<file path="config.mk">
export PLATFORM = sky130hd
export DESIGN_NAME = nap_timer_ctrl
export DESIGN_NICKNAME = d
export VERILOG_FILES = /design/src/rtl/nap_timer_ctrl.sv
export SDC_FILE = /design/constraint.sdc
export NUM_CORES = 1
export LEC_CHECK = 0
export ABC_AREA = 1
export CAP_MARGIN = 20
export CORE_MARGIN = 5
export CORE_UTILIZATION = 56
export CTS_BUF_LIST = sky130_fd_sc_hd__clkbuf_16
export CTS_CLUSTER_SIZE = 40
export DETAILED_ROUTE_END_ITERATION = 16
export GPL_TIMING_DRIVEN = 0
export HOLD_SLACK_MARGIN = 0.06
export PLACE_DENSITY = 0.8
export SLEW_MARGIN = 20
export SYNTH_ARGS = -nofsm -noshare
export SYNTH_HDL_FRONTEND = slang
export SYNTH_SLANG_ARGS = --single-unit
</file>
<file path="constraint.sdc">
create_clock -name clock -period 10 [get_ports clock]
set_input_delay 1.5 -clock clock [delete_from_list [all_inputs] [get_ports clock]]
set_output_delay 1.5 -clock clock [all_outputs]
set_load 0.005 [all_outputs]
</file>
<file path="src/rtl/nap_timer_ctrl.sv">
// Nap timer: keypad sets a countdown in seconds, '#' starts/pauses it, and
// alarm is raised when it expires. Outputs are registered from next-state values.
module nap_timer_ctrl #(
  parameter int unsigned TICK_DIV = 1000,
  parameter int unsigned MAX_MIN  = 9,
  parameter int unsigned KEY1_SEC = 5,
  parameter int unsigned KEY2_SEC = 30,
  parameter int unsigned KEY3_SEC = 60
) (
  input  logic       clock,
  input  logic       reset,
  input  logic [9:0] keypad,
  input  logic       sharp,
  output logic       timer_en,
  output logic       waiting,
  output logic       alarm,
  output logic [3:0] one_sec,
  output logic [3:0] ten_sec,
  output logic [3:0] one_min
);

  localparam int unsigned TW = 10;
  localparam int unsigned PW = (TICK_DIV > 1) ? $clog2(TICK_DIV) : 1;
  localparam logic [TW-1:0] MAX_T    = TW'(MAX_MIN * 60 + 59);
  localparam logic [PW-1:0] PRE_LAST = PW'(TICK_DIV - 1);

  typedef enum logic [1:0] {
    ST_SET   = 2'd0,
    ST_RUN   = 2'd1,
    ST_PAUSE = 2'd2,
    ST_DONE  = 2'd3
  } state_t;

  state_t        state_q, state_d;
  logic [TW-1:0] secs_q, secs_d;
  logic [PW-1:0] pre_q, pre_d;
  logic [9:0]    key_q, key_d;
  logic          sharp_q, sharp_d;
  logic          armed_q, armed_d;
  logic          waiting_q, waiting_d;
  logic          timer_en_q, timer_en_d;
  logic          alarm_q, alarm_d;
  logic [3:0]    one_sec_q, one_sec_d;
  logic [3:0]    ten_sec_q, ten_sec_d;
  logic [3:0]    one_min_q, one_min_d;

  logic          key_onehot;
  logic          key_press;
  logic          sharp_press;
  logic [TW-1:0] mins;
  logic [TW-1:0] rem;

  function automatic logic [TW-1:0] add_sat(input logic [TW-1:0] t, input int unsigned sec);
    logic [TW:0] sum;
    sum = {1'b0, t} + (TW+1)'(sec);
    return (sum > {1'b0, MAX_T}) ? MAX_T : sum[TW-1:0];
  endfunction

  // armed_q masks the first sample after reset so a held input is not a press
  assign key_onehot  = (keypad != 10'd0) && ((keypad & (keypad - 10'd1)) == 10'd0);
  assign key_press   = armed_q && key_onehot && (key_q == 10'd0);
  assign sharp_press = armed_q && sharp && !sharp_q;

  always_comb begin
    state_d = state_q;
    secs_d  = secs_q;
    pre_d   = pre_q;
    key_d   = keypad;
    sharp_d = sharp;
    armed_d = 1'b1;

    case (state_q)
      ST_SET: begin
        if (sharp_press) begin
          if (secs_q != TW'(0)) begin
            state_d = ST_RUN;
            pre_d   = PW'(0);
          end
        end else if (key_press) begin
          if (keypad[0])      secs_d = TW'(0);
          else if (keypad[1]) secs_d = add_sat(secs_q, KEY1_SEC);
          else if (keypad[2]) secs_d = add_sat(secs_q, KEY2_SEC);
          else if (keypad[3]) secs_d = add_sat(secs_q, KEY3_SEC);
        end
      end
      ST_RUN: begin
        if (sharp_press) begin
          state_d = ST_PAUSE;
        end else if (pre_q == PRE_LAST) begin
          pre_d = PW'(0);
          if (secs_q != TW'(0)) secs_d = secs_q - TW'(1);
          if (secs_q <= TW'(1)) state_d = ST_DONE;
        end else begin
          pre_d = pre_q + PW'(1);
        end
      end
      ST_PAUSE: begin
        if (sharp_press) begin
          state_d = ST_RUN;
          pre_d   = PW'(0);
        end else if (key_press && keypad[0]) begin
          state_d = ST_SET;
          secs_d  = TW'(0);
        end
      end
      ST_DONE: begin
        secs_d = TW'(0);
        if (sharp_press || key_press) state_d = ST_SET;
      end
      default: begin
        state_d = ST_SET;
        secs_d  = TW'(0);
        pre_d   = PW'(0);
      end
    endcase

    // Outputs decoded from the next-state values so they register in step
    mins       = secs_d / TW'(60);
    rem        = secs_d - mins * TW'(60);
    one_min_d  = 4'(mins);
    ten_sec_d  = 4'(rem / TW'(10));
    one_sec_d  = 4'(rem % TW'(10));
    waiting_d  = (state_d == ST_SET);
    timer_en_d = (state_d == ST_RUN);
    alarm_d    = (state_d == ST_DONE);
  end

  always_ff @(posedge clock) begin
    if (!reset) begin
      state_q    <= ST_SET;
      secs_q     <= TW'(0);
      pre_q      <= PW'(0);
      key_q      <= 10'd0;
      sharp_q    <= 1'b0;
      armed_q    <= 1'b0;
      waiting_q  <= 1'b1;
      timer_en_q <= 1'b0;
      alarm_q    <= 1'b0;
      one_sec_q  <= 4'd0;
      ten_sec_q  <= 4'd0;
      one_min_q  <= 4'd0;
    end else begin
      state_q    <= state_d;
      secs_q     <= secs_d;
      pre_q      <= pre_d;
      key_q      <= key_d;
      sharp_q    <= sharp_d;
      armed_q    <= armed_d;
      waiting_q  <= waiting_d;
      timer_en_q <= timer_en_d;
      alarm_q    <= alarm_d;
      one_sec_q  <= one_sec_d;
      ten_sec_q  <= ten_sec_d;
      one_min_q  <= one_min_d;
    end
  end

  assign waiting  = waiting_q;
  assign timer_en = timer_en_q;
  assign alarm    = alarm_q;
  assign one_sec  = one_sec_q;
  assign ten_sec  = ten_sec_q;
  assign one_min  = one_min_q;

endmodule
</file>
==> key figures, run 1 <==
Run status
  – Status: finished with violations
  – Failing checks: setup timing

STA
  – Max-slew violations: 0
  – Worst slew pin tran: 0.732 ns
  – Final setup violation count: 5
  – FMAX: approximately 94 MHz
  – Clock Skew: 0.00658 ns
  – Slew margin rel.: 51.0%
  – RSZ-0062 raised after global routing: true
  – Endpoints failing hold: 0
  – Final worst setup slack: -0.582 ns
  – Period utilisation layout: 106%
  – Tmin final: 10.58 ns

Synth
  – Leading register cell type out of synthesis: dfxtp_1
  – Post-synth EDFFs: 0
  – Distinct cell type count of the synthesized netlist: 57
  – Simple-gate area share of the yosys netlist: between 30 and 40%
  – Net count after synthesis: 833
  – Cells after Synth: 782
  – Post-synthesis adder-cell area fraction: 10.8%
  – Post-synthesis register bit count: between 40 and 50
  – Mapped cell area: 4950 sq um
  – Seq/Total Area, Yosys: 19.4%
  – Mux cell area share after synthesis: less than 1%
  – Largest family of logic cells by synthesized area: simple AND/OR/NAND/NOR gates
  – Ys Warns: 0
  – Compound-Gate Fraction of Synth Area: between 10% and 20%
  – XOR/XNOR Fraction of Synth Area: 4.96%
  – Avg Inst Size Synth: 6.33 sq um
  – Post-synth ARST share: 0%

Finish
  – Fillers: 633
  – Design area: 6480 sq um
  – Final nets: 925
  – Share of post-route cells with drive strength above 1: 27.3%
  – Area grow syn2layout: 31.1%
  – Antenna Diode Count: 0

Min path
  – HP Class: reg2reg
  – Hold path depth: 2
  – Hold EP: pre_q[3]
  – Worst min-delay path startpoint: pre_q[3]

Placement
  – PortBufs: 25
  – Placement Cell Area: 5340 sq um
  – Placer Congestion: 1.00
  – DPL Wire Length: 10800 um

Routing
  – Final WL: approximately 17000 um
  – Routed vias: 5828
  – First DRT Iteration DRCs: 500
  – TritonRoute pass-1 iters: 5
  – Via-to-Cell Ratio: 5.93
  – DRT antenna net count: 0
  – DR WL/cell: 17.0 um
  – Drt drc: 0

Floorplanning
  – Row count: 34
  – Core Footprint: 8680 sq um
  – Die Width: around 100 um
  – Initial core utilization: 57.0%
  – Die Area: 10800 sq um
  – Die Height: 104 um
  – # IOs: 28

Critical path
  – Worst Path Max Fanout: 5
  – RR Startpoint: secs_q[2]
  – Critical path type: in2reg
  – WP data required: 10.19 ns
  – R2R cell count: 66
  – Reg2reg setup slack: -0.41 ns
  – Largest stage delay on the critical path: 0.59 ns
  – Critical path's most frequent cell: nand2_2
  – Crit. End Element: flop
  – RR Endpoint: one_sec[3]
  – Cell with the largest stage delay on the worst path: fa_1
  – Startpoint Class: primary input
  – WP data arrival: approximately 11 ns

Clock tree
  – CTS tree: built
  – Clock buffer count from CTS: 5
  – H-tree levels: 2
  – Root buffer cell: clkbuf_16
  – Worst-case clock buffer depth: 2
  – Later-pin clock latency in the skew report: 0.29 ns
  – Reg clk slew, reported paths: 0.07 ns
  – TritonCTS Sinks: 48

Pwr
  – Power Density: 81.8 nW/um^2
  – Leakage: roughly 3.1 nW
  – Total power: 0.000531 W
  – Maximum VDD drop: around 0.098 mV

Global routing
  – First-pass GRT wire length: 24800 um
  – Number of global-route vias before repair: roughly 5300
  – Overflow after GRT: 0
  – Largest net degree at the start of global routing: 17
  – Initial antenna violation count: 0
  – GRT Total Usage: 27.0%

Flow run
  – Max Cap Viol: 0
==> cell usage after synthesis, types with 3 or more instances <==
cell type / n / area share [%]
o21a_1: 4 / 0.61
nand3b_1: 3 / 0.46
nand4_1: 16 / 2.0
nand2_2: 17 / 2.1
inv_2: 15 / 1.1
nand3_1: 59 / 6.0
a31oi_1: 6 / 0.76
a211oi_1: 4 / 0.61
ha_1: 30 / 7.6
nor2_1: 83 / 6.3
dfxtp_1: 48 / 19
nor3_1: 18 / 1.8
nand3_2: 6 / 1.2
clkbuf_1: 5 / 0.38
o21bai_1: 4 / 0.61
nand2_1: 173 / 13
o21ai_0: 30 / 3.0
a21oi_1: 34 / 3.4
fa_1: 8 / 3.2
xor2_1: 26 / 4.6
nand2_4: 6 / 1.4
o21ai_1: 6 / 0.61
nor2_2: 8 / 1.0
inv_1: 116 / 8.8
o211ai_1: 9 / 1.4
buf_2: 6 / 0.61
o221ai_1: 3 / 0.53
==> metrics by stage <==
step	worst slack [ns]	hold slack [ns]	utilization [%]	instances	TNS, ns
2_1_floorplan	0.0144	0.471	-	782	0
3_5_place_dp	-1.99	0.495	61.5	915	-10.38
6_report	-0.582	0.500	74.7	983	-2.27
3_3_place_gp	-1.48	0.481	61.5	915	-7.28
5_1_grt	-1.04	0.564	74.7	983	-4.58
4_1_cts	-0.0472	0.506	71.0	971	-0.0989
==> worst max-delay path by stage <==
stage	end	slack, ns	start
2_1_floorplan	one_sec[3]	0.01	keypad[3]
3_3_place_gp	one_sec[3]	-1.48	keypad[2]
3_5_place_dp	one_sec[3]	-1.99	keypad[2]
4_1_cts	one_sec[2]	-0.05	keypad[1]
5_1_grt	one_sec[3]	-1.04	keypad[0]
6_report	one_sec[3]	-0.58	keypad[0]
==> report_power, final <==
part / total, W / switching, W / leakage, nW / internal [W]
Combinational: 0.000136 / 0.0000818 / 2.66 / 0.0000540
Sequential: 0.000200 / 0.00000279 / 0.390 / 0.000198
Clock: 0.000195 / 0.0000757 / 0.0804 / 0.000119
Total: 0.000531 / 0.000160 / 3.13 / 0.000370
==> critical path: cells and delay by family <==
kind	cells	cell delay, ns
compound gates	5	1.04
xor+xnor	2	0.40
fa+ha+maj	5	1.94
buf+inv	14	1.12
mux	1	0.27
simple gates	38	4.51
==> area by class of cell <==
type                       instances  area [sq um]  area share, %
multi-input combinational        588          3940           60.8
sequential                        48           961           14.8
timing repair buffer              85           691           10.7
inverter                         132           504           7.78
tap                              108           135           2.08
clock buffer                       5           125           1.93
buffer                            14          80.1           1.23
clock inverter                     3          46.3          0.714
==> sequential cells by signal, indices dropped and copies added, names as in the netlist <==
signal and flops:
key_q 10, pre_q 10, secs_q 10, one_min 4
ten_sec 4, one_sec 3, state_q 2, alarm 1
armed_q 1, sharp_q 1, timer_en 1, waiting 1
==> logic make-up (layout without fill, tap and decap cells) <==
kind of cell,after synthesis,in the layout
buf+inv,146,239
compound gates,119,119
fa+ha+maj,38,38
flops,48,48
simple gates,402,402
xor+xnor,28,28
mux,1,1
==> per-layer routing <==
layer	track usage (%)	part of all wire (%)
met5	0	0
met4	9.90	4.7
met3	3.04	5.8
met2	49.3	50
met1	32.2	39
==> placed cells by master, fill, tap and decap left out, drive strengths merged, types with 2 or more instances in the layout <==
master         instances
a211oi                 4
a21oi                 35
a22oi                  2
a31oi                  6
and2                   2
buf                   73
clkbuf                10
clkdlybuf4s50         18
clkinvlp               2
dfxtp                 48
dlygate4sd2            3
fa                     8
ha                    30
inv                  131
nand2                196
nand3                 66
nand3b                 3
nand4                 18
nor2                  93
nor3                  18
nor3b                  2
nor4                   2
o2111ai                2
o211ai                 9
o21a                   4
o21ai                 37
o21bai                 4
o221ai                 3
o311ai                 2
o31ai                  2
xnor2                  2
xor2                  26
==> what timing repair did <==
action | CTS | global route
resized for setup | 105 | 55
setup endpoints to repair | 7 | 6
buffers inserted | 48 | 12
hold buffers | 0 | 0
pin swaps | 63 | 65
gates cloned | 0 | 0
endpoints found under the hold margin | 0 | 0
Note: power is estimated with default switching activity, not from simulation.
==> inputs of run 2 (changes only) <==
--- a/config.mk
+++ b/config.mk
@@ -8,13 +8,13 @@
 export ABC_AREA = 1
 export CAP_MARGIN = 20
 export CORE_MARGIN = 5
-export CORE_UTILIZATION = 56
+export CORE_UTILIZATION = 45
 export CTS_BUF_LIST = sky130_fd_sc_hd__clkbuf_16
 export CTS_CLUSTER_SIZE = 40
 export DETAILED_ROUTE_END_ITERATION = 16
 export GPL_TIMING_DRIVEN = 0
 export HOLD_SLACK_MARGIN = 0.06
-export PLACE_DENSITY = 0.8
+export PLACE_DENSITY = 0.67
 export SLEW_MARGIN = 20
 export SYNTH_ARGS = -nofsm -noshare
 export SYNTH_HDL_FRONTEND = slang
==> run 2 against run 1 <==
The flow still finishes with violations (setup timing). Hold slack worse by 0.0062 ns. First-iteration DRC count down 31%. Register-to-register slack better by 0.47 ns. Core utilization down 13 points. Critical path depth up 9. Power down 5.2%. Cell count up 3.2%. Largest cell class unchanged.
==> key figures, run 2 (synthesized netlist as in run 1, its figures left out) <==
Global routing
  – Largest net degree at the start of global routing: 15
  – Overflow after GRT: 0
  – GRT Total Usage: a little under a quarter
  – Number of global-route vias before repair: 5454
  – Initial antenna violation count: 0
  – First-pass GRT wire length: 25000 um

Critical path
  – WP data arrival: 10.27 ns
  – RR Endpoint: one_sec[3]
  – WP data required: roughly 10 ns
  – R2R cell count: 76
  – Cell with the largest stage delay on the worst path: fa_1
  – Critical path type: in2reg
  – Startpoint Class: primary input
  – Worst Path Max Fanout: 7
  – RR Startpoint: secs_q[2]
  – Largest stage delay on the critical path: 0.52 ns
  – Reg2reg setup slack: 0.06 ns
  – Crit. End Element: flop
  – Critical path's most frequent cell: nand2_4

Clock tree
  – TritonCTS Sinks: 48
  – Root buffer cell: clkbuf_16
  – Cts hold-fix bufs: 0
  – Later-pin clock latency in the skew report: around 0.3 ns
  – H-tree levels: 2
  – CTS tree: built
  – Reg clk slew, reported paths: 0.07 ns
  – Worst-case clock buffer depth: 2
  – Clock buffer count from CTS: 5

Routing
  – DRT antenna net count: 0
  – First DRT Iteration DRCs: 347
  – Final WL: 15600 um
  – Drt drc: 0
  – DR WL/cell: 15.3 um
  – Via-to-Cell Ratio: around 5.4
  – TritonRoute pass-1 iters: 5
  – Routed vias: roughly 5500

Floorplanning
  – Initial core utilization: 45.8%
  – Die Area: 13200 sq um
  – # IOs: 28
  – Row count: 38
  – Core Footprint: between 10000 and 15000 sq um
  – Die Height: 115 um
  – Die Width: 115 um

Finish
  – Final nets: ~900
  – Commonest cells after routing, fill and taps aside: nand2_1, inv_1, nor2_1
  – FF+latch area: between 900 and 1000 sq um
  – Largest registers: key_q x10, pre_q x10, secs_q x10
  – Multi-input gate area: roughly 4100 sq um
  – Commonest non-fill, non-tap cell in the layout: nand2_1
  – Design area: about 6600 sq um
  – Antenna Diode Count: 0
  – Area grow syn2layout: 34.0%
  – Final std cells w/o fill: 1014
  – Share of post-route cells with drive strength above 1: 28.0%
  – Fillers: 948

STA
  – Clock Skew: 0.0129 ns
  – Worst slew pin tran: 0.687 ns
  – Max-slew violations: 0
  – Tmin final: 10.02 ns
  – RSZ-0062 raised after global routing: true
  – Final worst setup slack: -0.0186 ns
  – Final setup violation count: 2
  – Period utilisation layout: 100%
  – FMAX: 99.8 MHz
  – Endpoints failing hold: 0
  – Slew margin rel.: 54.0%

Pwr
  – Maximum VDD drop: 0.0647 mV
  – Total power: 0.000503 W
  – Sw frac: 31.2%
  – Net Switching: 0.000157 W
  – Power Density: 75.8 nW/um^2
  – Clock power frac: 32.6%
  – Leakage: between 3 and 4 nW
  – Cell-internal power: between 0.0003 and 0.0004 W
  – Register share of total power: 39.8%
  – Logic pwr share: 27.5%

Run status
  – Failing checks: setup timing
  – Status: finished with violations

Placement
  – Placement Cell Area: 5380 sq um
  – PortBufs: 25
  – DPL Wire Length: between 10000 and 15000 um
  – DP Cell Count: 947
  – Placer Congestion: 0.890

Min path
  – Hold EP: pre_q[3]
  – Worst min-delay path startpoint: pre_q[3]
  – Hold path depth: 2
  – HP Class: reg2reg

Flow run
  – Max Cap Viol: 0
run 2: power groups by stage:
stage | registers, W | clock network (W) | logic [W]
2_1_floorplan | 0.000204 | 0 | 0.0000646
3_3_place_gp | 0.000204 | 0 | 0.0000897
3_5_place_dp | 0.000204 | 0 | 0.0000924
4_1_cts | 0.000200 | 0.000165 | 0.000108
5_1_grt | 0.000201 | 0.000174 | 0.000151
6_report | 0.000200 | 0.000164 | 0.000138
run 2: layout make-up:
cell class	instances	area share, %
clock buffer	5	1.89
sequential	48	14.5
multi-input combinational	588	61.3
clock inverter	2	0.189
tap	140	2.64
buffer	14	1.21
timing repair buffer	85	10.6
inverter	132	7.68
run 2: how the worst max path moves through the flow:
stage,startpoint,to,slack [ns],depth (start not counted)
after floorplan,keypad[3],one_sec[3],0.01,73
after global routing,keypad[0],one_sec[2],-0.62,75
after detailed placement,keypad[2],one_sec[3],-1.81,72
final,sharp,one_sec[3],-0.02,74
after global placement,keypad[2],one_sec[3],-1.54,73
after CTS,keypad[1],one_sec[3],0.01,73
run 2: worst max-delay path, delay by kind of cell:
kind | cells | cell delay (ns)
simple gates | 51 | 4.72
fa+ha+maj | 5 | 1.87
compound gates | 7 | 1.07
buf+inv | 9 | 0.74
xor+xnor | 2 | 0.33
run 2: per-layer routing:
| layer | GRT usage, % | share of wire (%) | up-vias |
|---|---|---|---|
| li1 | - | - | 2723 |
| met1 | 27.3 | 42 | 2536 |
| met2 | 41.9 | 50 | 175 |
| met3 | 2.74 | 4.6 | 43 |
| met4 | 8.84 | 3.4 | 0 |
| met5 | 0 | 0 | - |
run 2: timing repair:
item | 4_1_cts | 5_1_grt
setup endpoints to repair | 7 | 5
pin swaps | 55 | 70
buffers inserted | 45 | 15
resized for setup | 92 | 100
run 2: metrics by stage:
step	hold slack, ns	util [%]	setup slack (ns)	setup TNS, ns
final	0.494	61.4	-0.0186	-0.0370
after floorplan	0.471	-	0.0144	0
after CTS	0.497	56.5	0.0119	0
after detailed placement	0.492	49.8	-1.81	-9.59
after global placement	0.480	49.8	-1.54	-7.77
after global routing	0.553	61.4	-0.617	-2.62
